--- src/rtl/alu_issue_if.sv ---
// alu_issue_if: issue handshake bundle (input op + register data, flush, registered ALU op output, issue counter)
interface alu_issue_if;
  logic        in_valid;
  logic        in_ready;
  logic [31:0] instr;
  logic [31:0] rs1_data;
  logic [31:0] rs2_data;
  logic        flush;
  logic        out_valid;
  logic        out_ready;
  logic [31:0] oprnd1;
  logic [31:0] oprnd2;
  logic [3:0]  opr;
  logic [4:0]  rd;
  logic        illegal;
  logic [31:0] issue_cnt;
  modport master (
    output in_valid, instr, rs1_data, rs2_data, flush, out_ready,
    input  in_ready, out_valid, oprnd1, oprnd2, opr, rd, illegal, issue_cnt
  );
  modport slave (
    input  in_valid, instr, rs1_data, rs2_data, flush, out_ready,
    output in_ready, out_valid, oprnd1, oprnd2, opr, rd, illegal, issue_cnt
  );
endinterface

--- src/rtl/alu_issue.sv ---
// alu_issue: decodes RV32I OP/OP-IMM/LUI into a single-entry registered ALU op (clk, rst, bus=alu_issue_if.slave)
module alu_issue (
  input logic        clk,
  input logic        rst,
  alu_issue_if.slave bus
);
  localparam logic [3:0] ADD = 4'd0, SUB = 4'd1, XOR = 4'd2, OR = 4'd3, AND = 4'd4;
  localparam logic [3:0] SLL = 4'd5, SRL = 4'd6, SRA = 4'd7, SLT = 4'd8, SLTU = 4'd9;
  function automatic logic [3:0] f3_opr(input logic [2:0] f3, input logic alt);
    case (f3)
      3'd0:    return alt ? SUB : ADD;
      3'd1:    return SLL;
      3'd2:    return SLT;
      3'd3:    return SLTU;
      3'd4:    return XOR;
      3'd5:    return alt ? SRA : SRL;
      3'd6:    return OR;
      default: return AND;
    endcase
  endfunction
  logic        vld_q, vld_d, ill_q, ill_d;
  logic [31:0] op1_q, op1_d, op2_q, op2_d, cnt_q, cnt_d;
  logic [3:0]  opr_q, opr_d;
  logic [4:0]  rd_q, rd_d;
  logic        dec_ill;
  logic [3:0]  dec_opr;
  logic [31:0] dec_op1, dec_op2;
  logic [4:0]  dec_rd;
  logic [2:0]  f3;
  logic [6:0]  f7;
  logic        shift_imm, accept, consume;
  assign f3        = bus.instr[14:12];
  assign f7        = bus.instr[31:25];
  assign shift_imm = f3 == 3'd1 || f3 == 3'd5;
  assign bus.in_ready = !bus.flush && (!vld_q || bus.out_ready);
  assign accept    = bus.in_valid && bus.in_ready;
  assign consume   = vld_q && bus.out_ready && !bus.flush;
  always_comb begin
    dec_ill = 1'b0;
    dec_opr = ADD;
    dec_op1 = bus.rs1_data;
    dec_op2 = bus.rs2_data;
    dec_rd  = bus.instr[11:7];
    case (bus.instr[6:0])
      7'b0110011: begin
        dec_opr = f3_opr(f3, f7[5]);
        dec_ill = !(f7 == 7'h00 || (f7 == 7'h20 && (f3 == 3'd0 || f3 == 3'd5)));
      end
      7'b0010011: begin
        // ADDI's imm[10] shares the SUB/SRA bit, so only SRAI may select the alternate op
        dec_opr = f3_opr(f3, f3 == 3'd5 && f7 == 7'h20);
        dec_op2 = shift_imm ? {27'b0, bus.instr[24:20]} : {{20{bus.instr[31]}}, bus.instr[31:20]};
        dec_ill = f3 == 3'd1 ? f7 != 7'h00 : f3 == 3'd5 ? !(f7 == 7'h00 || f7 == 7'h20) : 1'b0;
      end
      7'b0110111: begin
        dec_op1 = '0;
        dec_op2 = {bus.instr[31:12], 12'b0};
      end
      default: dec_ill = 1'b1;
    endcase
    if (dec_ill) begin
      dec_opr = ADD;
      dec_op1 = '0;
      dec_op2 = '0;
      dec_rd  = '0;
    end
  end
  always_comb begin
    vld_d = bus.flush ? 1'b0 : accept ? 1'b1 : bus.out_ready ? 1'b0 : vld_q;
    ill_d = accept ? dec_ill : ill_q;
    opr_d = accept ? dec_opr : opr_q;
    op1_d = accept ? dec_op1 : op1_q;
    op2_d = accept ? dec_op2 : op2_q;
    rd_d  = accept ? dec_rd : rd_q;
    cnt_d = cnt_q + {31'b0, consume};
  end
  always_ff @(posedge clk or posedge rst) begin
    if (rst) begin
      vld_q <= 1'b0;
      ill_q <= 1'b0;
      opr_q <= '0;
      op1_q <= '0;
      op2_q <= '0;
      rd_q  <= '0;
      cnt_q <= '0;
    end else begin
      vld_q <= vld_d;
      ill_q <= ill_d;
      opr_q <= opr_d;
      op1_q <= op1_d;
      op2_q <= op2_d;
      rd_q  <= rd_d;
      cnt_q <= cnt_d;
    end
  end
  assign bus.out_valid = vld_q;
  assign bus.illegal   = ill_q;
  assign bus.opr       = opr_q;
  assign bus.oprnd1    = op1_q;
  assign bus.oprnd2    = op2_q;
  assign bus.rd        = rd_q;
  assign bus.issue_cnt = cnt_q;
endmodule
--- src/flat_wrapper.sv ---
// flat-port wrapper written by rule: the top's interface ports become plain ports
module alu_issue_flat 
  (clk, rst, bus_in_valid, bus_instr, bus_rs1_data, bus_rs2_data, bus_flush, bus_out_ready, bus_in_ready, bus_out_valid, bus_oprnd1, bus_oprnd2, bus_opr, bus_rd, bus_illegal, bus_issue_cnt);
  alu_issue_if bus_i ();
  input logic clk;
  input logic rst;
  input wire logic [$bits(bus_i.in_valid)-1:0] bus_in_valid;
  input wire logic [$bits(bus_i.instr)-1:0] bus_instr;
  input wire logic [$bits(bus_i.rs1_data)-1:0] bus_rs1_data;
  input wire logic [$bits(bus_i.rs2_data)-1:0] bus_rs2_data;
  input wire logic [$bits(bus_i.flush)-1:0] bus_flush;
  input wire logic [$bits(bus_i.out_ready)-1:0] bus_out_ready;
  output wire logic [$bits(bus_i.in_ready)-1:0] bus_in_ready;
  output wire logic [$bits(bus_i.out_valid)-1:0] bus_out_valid;
  output wire logic [$bits(bus_i.oprnd1)-1:0] bus_oprnd1;
  output wire logic [$bits(bus_i.oprnd2)-1:0] bus_oprnd2;
  output wire logic [$bits(bus_i.opr)-1:0] bus_opr;
  output wire logic [$bits(bus_i.rd)-1:0] bus_rd;
  output wire logic [$bits(bus_i.illegal)-1:0] bus_illegal;
  output wire logic [$bits(bus_i.issue_cnt)-1:0] bus_issue_cnt;
  assign bus_i.in_valid = bus_in_valid;
  assign bus_i.instr = bus_instr;
  assign bus_i.rs1_data = bus_rs1_data;
  assign bus_i.rs2_data = bus_rs2_data;
  assign bus_i.flush = bus_flush;
  assign bus_i.out_ready = bus_out_ready;
  assign bus_in_ready = bus_i.in_ready;
  assign bus_out_valid = bus_i.out_valid;
  assign bus_oprnd1 = bus_i.oprnd1;
  assign bus_oprnd2 = bus_i.oprnd2;
  assign bus_opr = bus_i.opr;
  assign bus_rd = bus_i.rd;
  assign bus_illegal = bus_i.illegal;
  assign bus_issue_cnt = bus_i.issue_cnt;
  alu_issue u_core (.clk(clk), .rst(rst), .bus(bus_i));
endmodule
--- config.mk ---
export PLATFORM = sky130hd
export DESIGN_NAME = alu_issue_flat
export DESIGN_NICKNAME = d
export VERILOG_FILES = /design/src/rtl/alu_issue_if.sv /design/src/rtl/alu_issue.sv /design/src/flat_wrapper.sv
export SDC_FILE = /design/constraint.sdc
export NUM_CORES = 1
export LEC_CHECK = 0
export CAP_MARGIN = 40
export CORE_MARGIN = 3
export CORE_UTILIZATION = 45
export DETAILED_ROUTE_END_ITERATION = 8
export HOLD_SLACK_MARGIN = 0.12
export PLACE_DENSITY = 0.86
export SYNTH_ARGS = -nofsm -noshare
export SYNTH_HDL_FRONTEND = slang
export SYNTH_SLANG_ARGS = --single-unit
--- constraint.sdc ---
create_clock -name clk -period 11.1 [get_ports clk]
set_input_delay 3.33 -clock clk [delete_from_list [all_inputs] [get_ports clk]]
set_output_delay 3.33 -clock clk [all_outputs]
set_load 0.1 [all_outputs]
==> results.tsv <==
metric	value	unit
CTS max path bufs	2	
final setup violation count	0	
wire per inst	22.5	µm
Synth top cells by count	dfrtp_1 (107), nand2_1 (57), a22o_1 (47)	
io pins	209	
min cycle time layout	8170	ps
Hold Violations, Final	0	
Leak	0.00401	µW
Peak VDD IR	0.000143	V
core area	10600	µm²
Worst Tran Pin Value	962	ps
post-synthesis sequential area ratio	53.6	%
Syn-to-layout area delta	86.5	%
root buffer selected by CTS	clkbuf_8	
Worst-path clk slew	90	ps
CTS Buf Count	9	
Routed WL	20.4	mm
GPL Wtd Cong	0.831	
initial antenna violation count	0	
power per standard cell area	98.9	nW/µm²
hold_ws	509	ps
clk_lat worst skew	380	ps
Synth area leaders	dfrtp_1 (54%), a22o_1 (8.2%), xnor2_1 (4.4%)	
synth warn	0	
synthesis-stage register bit count	107	
layout cells sized above 1	18.0	%
largest net degree at the start of global routing	58	
Yosys top cell by area	dfrtp_1	
CTS Sinks	107	
Congestion Overflow GR	0	
Post-synth EDFFs	0	
DP Worst Slack	2930	ps
Initial DRC Count	385	
relative slew slack	35.9	%
DR vias/cell	5.99	
Worst EP required	7770	ps
total of max-cap violations	0	
Crit Path Max Fanout	3	
Hold Path Class	reg2reg	
width of the die	111	µm
n_diodes	0	
top-area cell type share of the netlist area	53.6	%
row count	37	
initial core utilization	47.3	%
first-pass GRT wire length	32.5	mm
Port Buffers	208	
status	finished, final reports clean	
CTS resizes	0	
setup_tns	0	ps
fin crit share	73.6	%
number of detailed-route iterations in the first pass	5	
max-slew violations	0	
synthesized area	4990	µm²
die height	111	µm
WP data arrival	4840	ps
most common cell in the netlist	dfrtp_1	
Post CTS Setup Buffer Count	0	
Worst Setup End Kind	output port	
GRT Overall Usage	33.0	%
dpl cell area	9050	µm²
Via Count	5419	
Syn Area/Cell	10.8	µm²
ys flop type	dfrtp_1	
FILL cells	457	
synth unique cells	47	
fin area	9320	µm²
die area	12400	µm²
fmax	0.122	GHz
vias in the first global route	5838	
Setup WS post-layout	2930	ps
CTS Hold Buffers Added	0	
ANT nets after route	0	
async set-reset flop share out of synthesis	100	%
Worst Skew	11.2	ps
crit start category	input pin	
Detail Placement HPWL	14.7	mm
RSZ-0062 raised after global routing	no	
DRC Markers	0	
crit path kind	in2out	
CTS tree	done	
final net count	866	
syn nets	567	
htree depth	3	
Mapped Cells	464	
-- flip-flops by register name, indices dropped and copies added, names as in the netlist --
register              cells
u_core.bus.out_valid      1
u_core.bus.rd             5
u_core.bus.illegal        1
u_core.bus.opr            4
u_core.bus.oprnd1        32
u_core.bus.oprnd2        32
u_core.bus.issue_cnt     32
-- logic make-up after synthesis --
logic type	Yosys count	share of synthesized area, %
and+or+nand+nor	158	16.9
adders and majority gates	2	0.501
DFF	107	53.6
xor gates and xnor gates	30	5.26
buffers and inverters	36	3.76
AOI/OAI and AO/OA	131	20.0
-- cells in the final DEF (no fill, tap or decap), types with 5 or more instances in the layout --
cell | synthesis | layout
nand4_1 | 11 | 11
a22oi_1 | 21 | 21
xnor2_1 | 25 | 25
nand2_1 | 57 | 56
xor2_1 | 5 | 5
nor2_1 | 11 | 11
o21ai_0 | 30 | 30
dfrtp_1 | 107 | 107
buf_8 | 1 | 84
nand2b_1 | 6 | 6
and3_1 | 17 | 17
nand3_1 | 17 | 17
clkdlybuf4s50_1 | 0 | 207
nor2b_1 | 18 | 18
a22o_1 | 47 | 47
clkbuf_8 | 0 | 9
buf_16 | 0 | 24
a221oi_1 | 15 | 15
-- per-stage QoR --
| stage | cells | power (µW) | util [%] |
|---|---|---|---|
| final | 904 | 922 | 88.3 |
| after floorplan | 464 | 510 | - |
| after CTS | 904 | 922 | 88.3 |
| after global placement | 779 | 575 | 67.4 |
| after detailed placement | 888 | 613 | 85.8 |
| after global routing | 904 | 949 | 88.3 |
-- worst paths after layout --
kind	slack (ps)	start	depth (start not counted)	end
worst max-delay path	2930	bus_out_ready	5	bus_in_ready
worst max register to register	8470	u_core.bus.out_valid	8	u_core.bus.issue_cnt[18]
worst min register to register	510	u_core.bus.oprnd2[5]	2	u_core.bus.oprnd2[5]
min in group asynchronous	3400	rst	2	u_core.bus.oprnd1[28]
worst min-delay path	510	u_core.bus.oprnd2[5]	2	u_core.bus.oprnd2[5]
max in group asynchronous	6560	rst	3	u_core.bus.oprnd2[30]
-- power by group --
part           switching [µW]  internal [µW]  total (µW)
Combinational             119           83.0         202
Clock                     139            174         313
Sequential               9.33            398         407
Total                     267            654         922
-- per-layer routing --
metal / vias up / GRT usage, % / share of wire, %
met3: 84 / 6.20 / 7.9
li1: 2306 / - / -
met1: 2638 / 37.9 / 34
met2: 391 / 59.0 / 53
met4: 0 / 16.4 / 5.0
met5: - / 0 / 0
-- final cells by class --
type                            count  area (µm²)  share of cell area (%)
Sequential cell                   107        2680                    28.7
Clock buffer                       10         128                    1.37
Tap cell                          136         170                    1.83
Multi-Input combinational cell    321        2140                    23.0
Clock inverter                      6         136                    1.46
Inverter                            4        17.5                   0.188
Timing Repair Buffer              320        4040                    43.4
-- worst max-delay path: stages --
cell	delay [ps]
clkdlybuf4s50_1	510
nor2b_1	90
nor2_1	150
clkdlybuf4s50_1	550
buf_8	210
No activity file was read; power rests on OpenSTA's default activity.
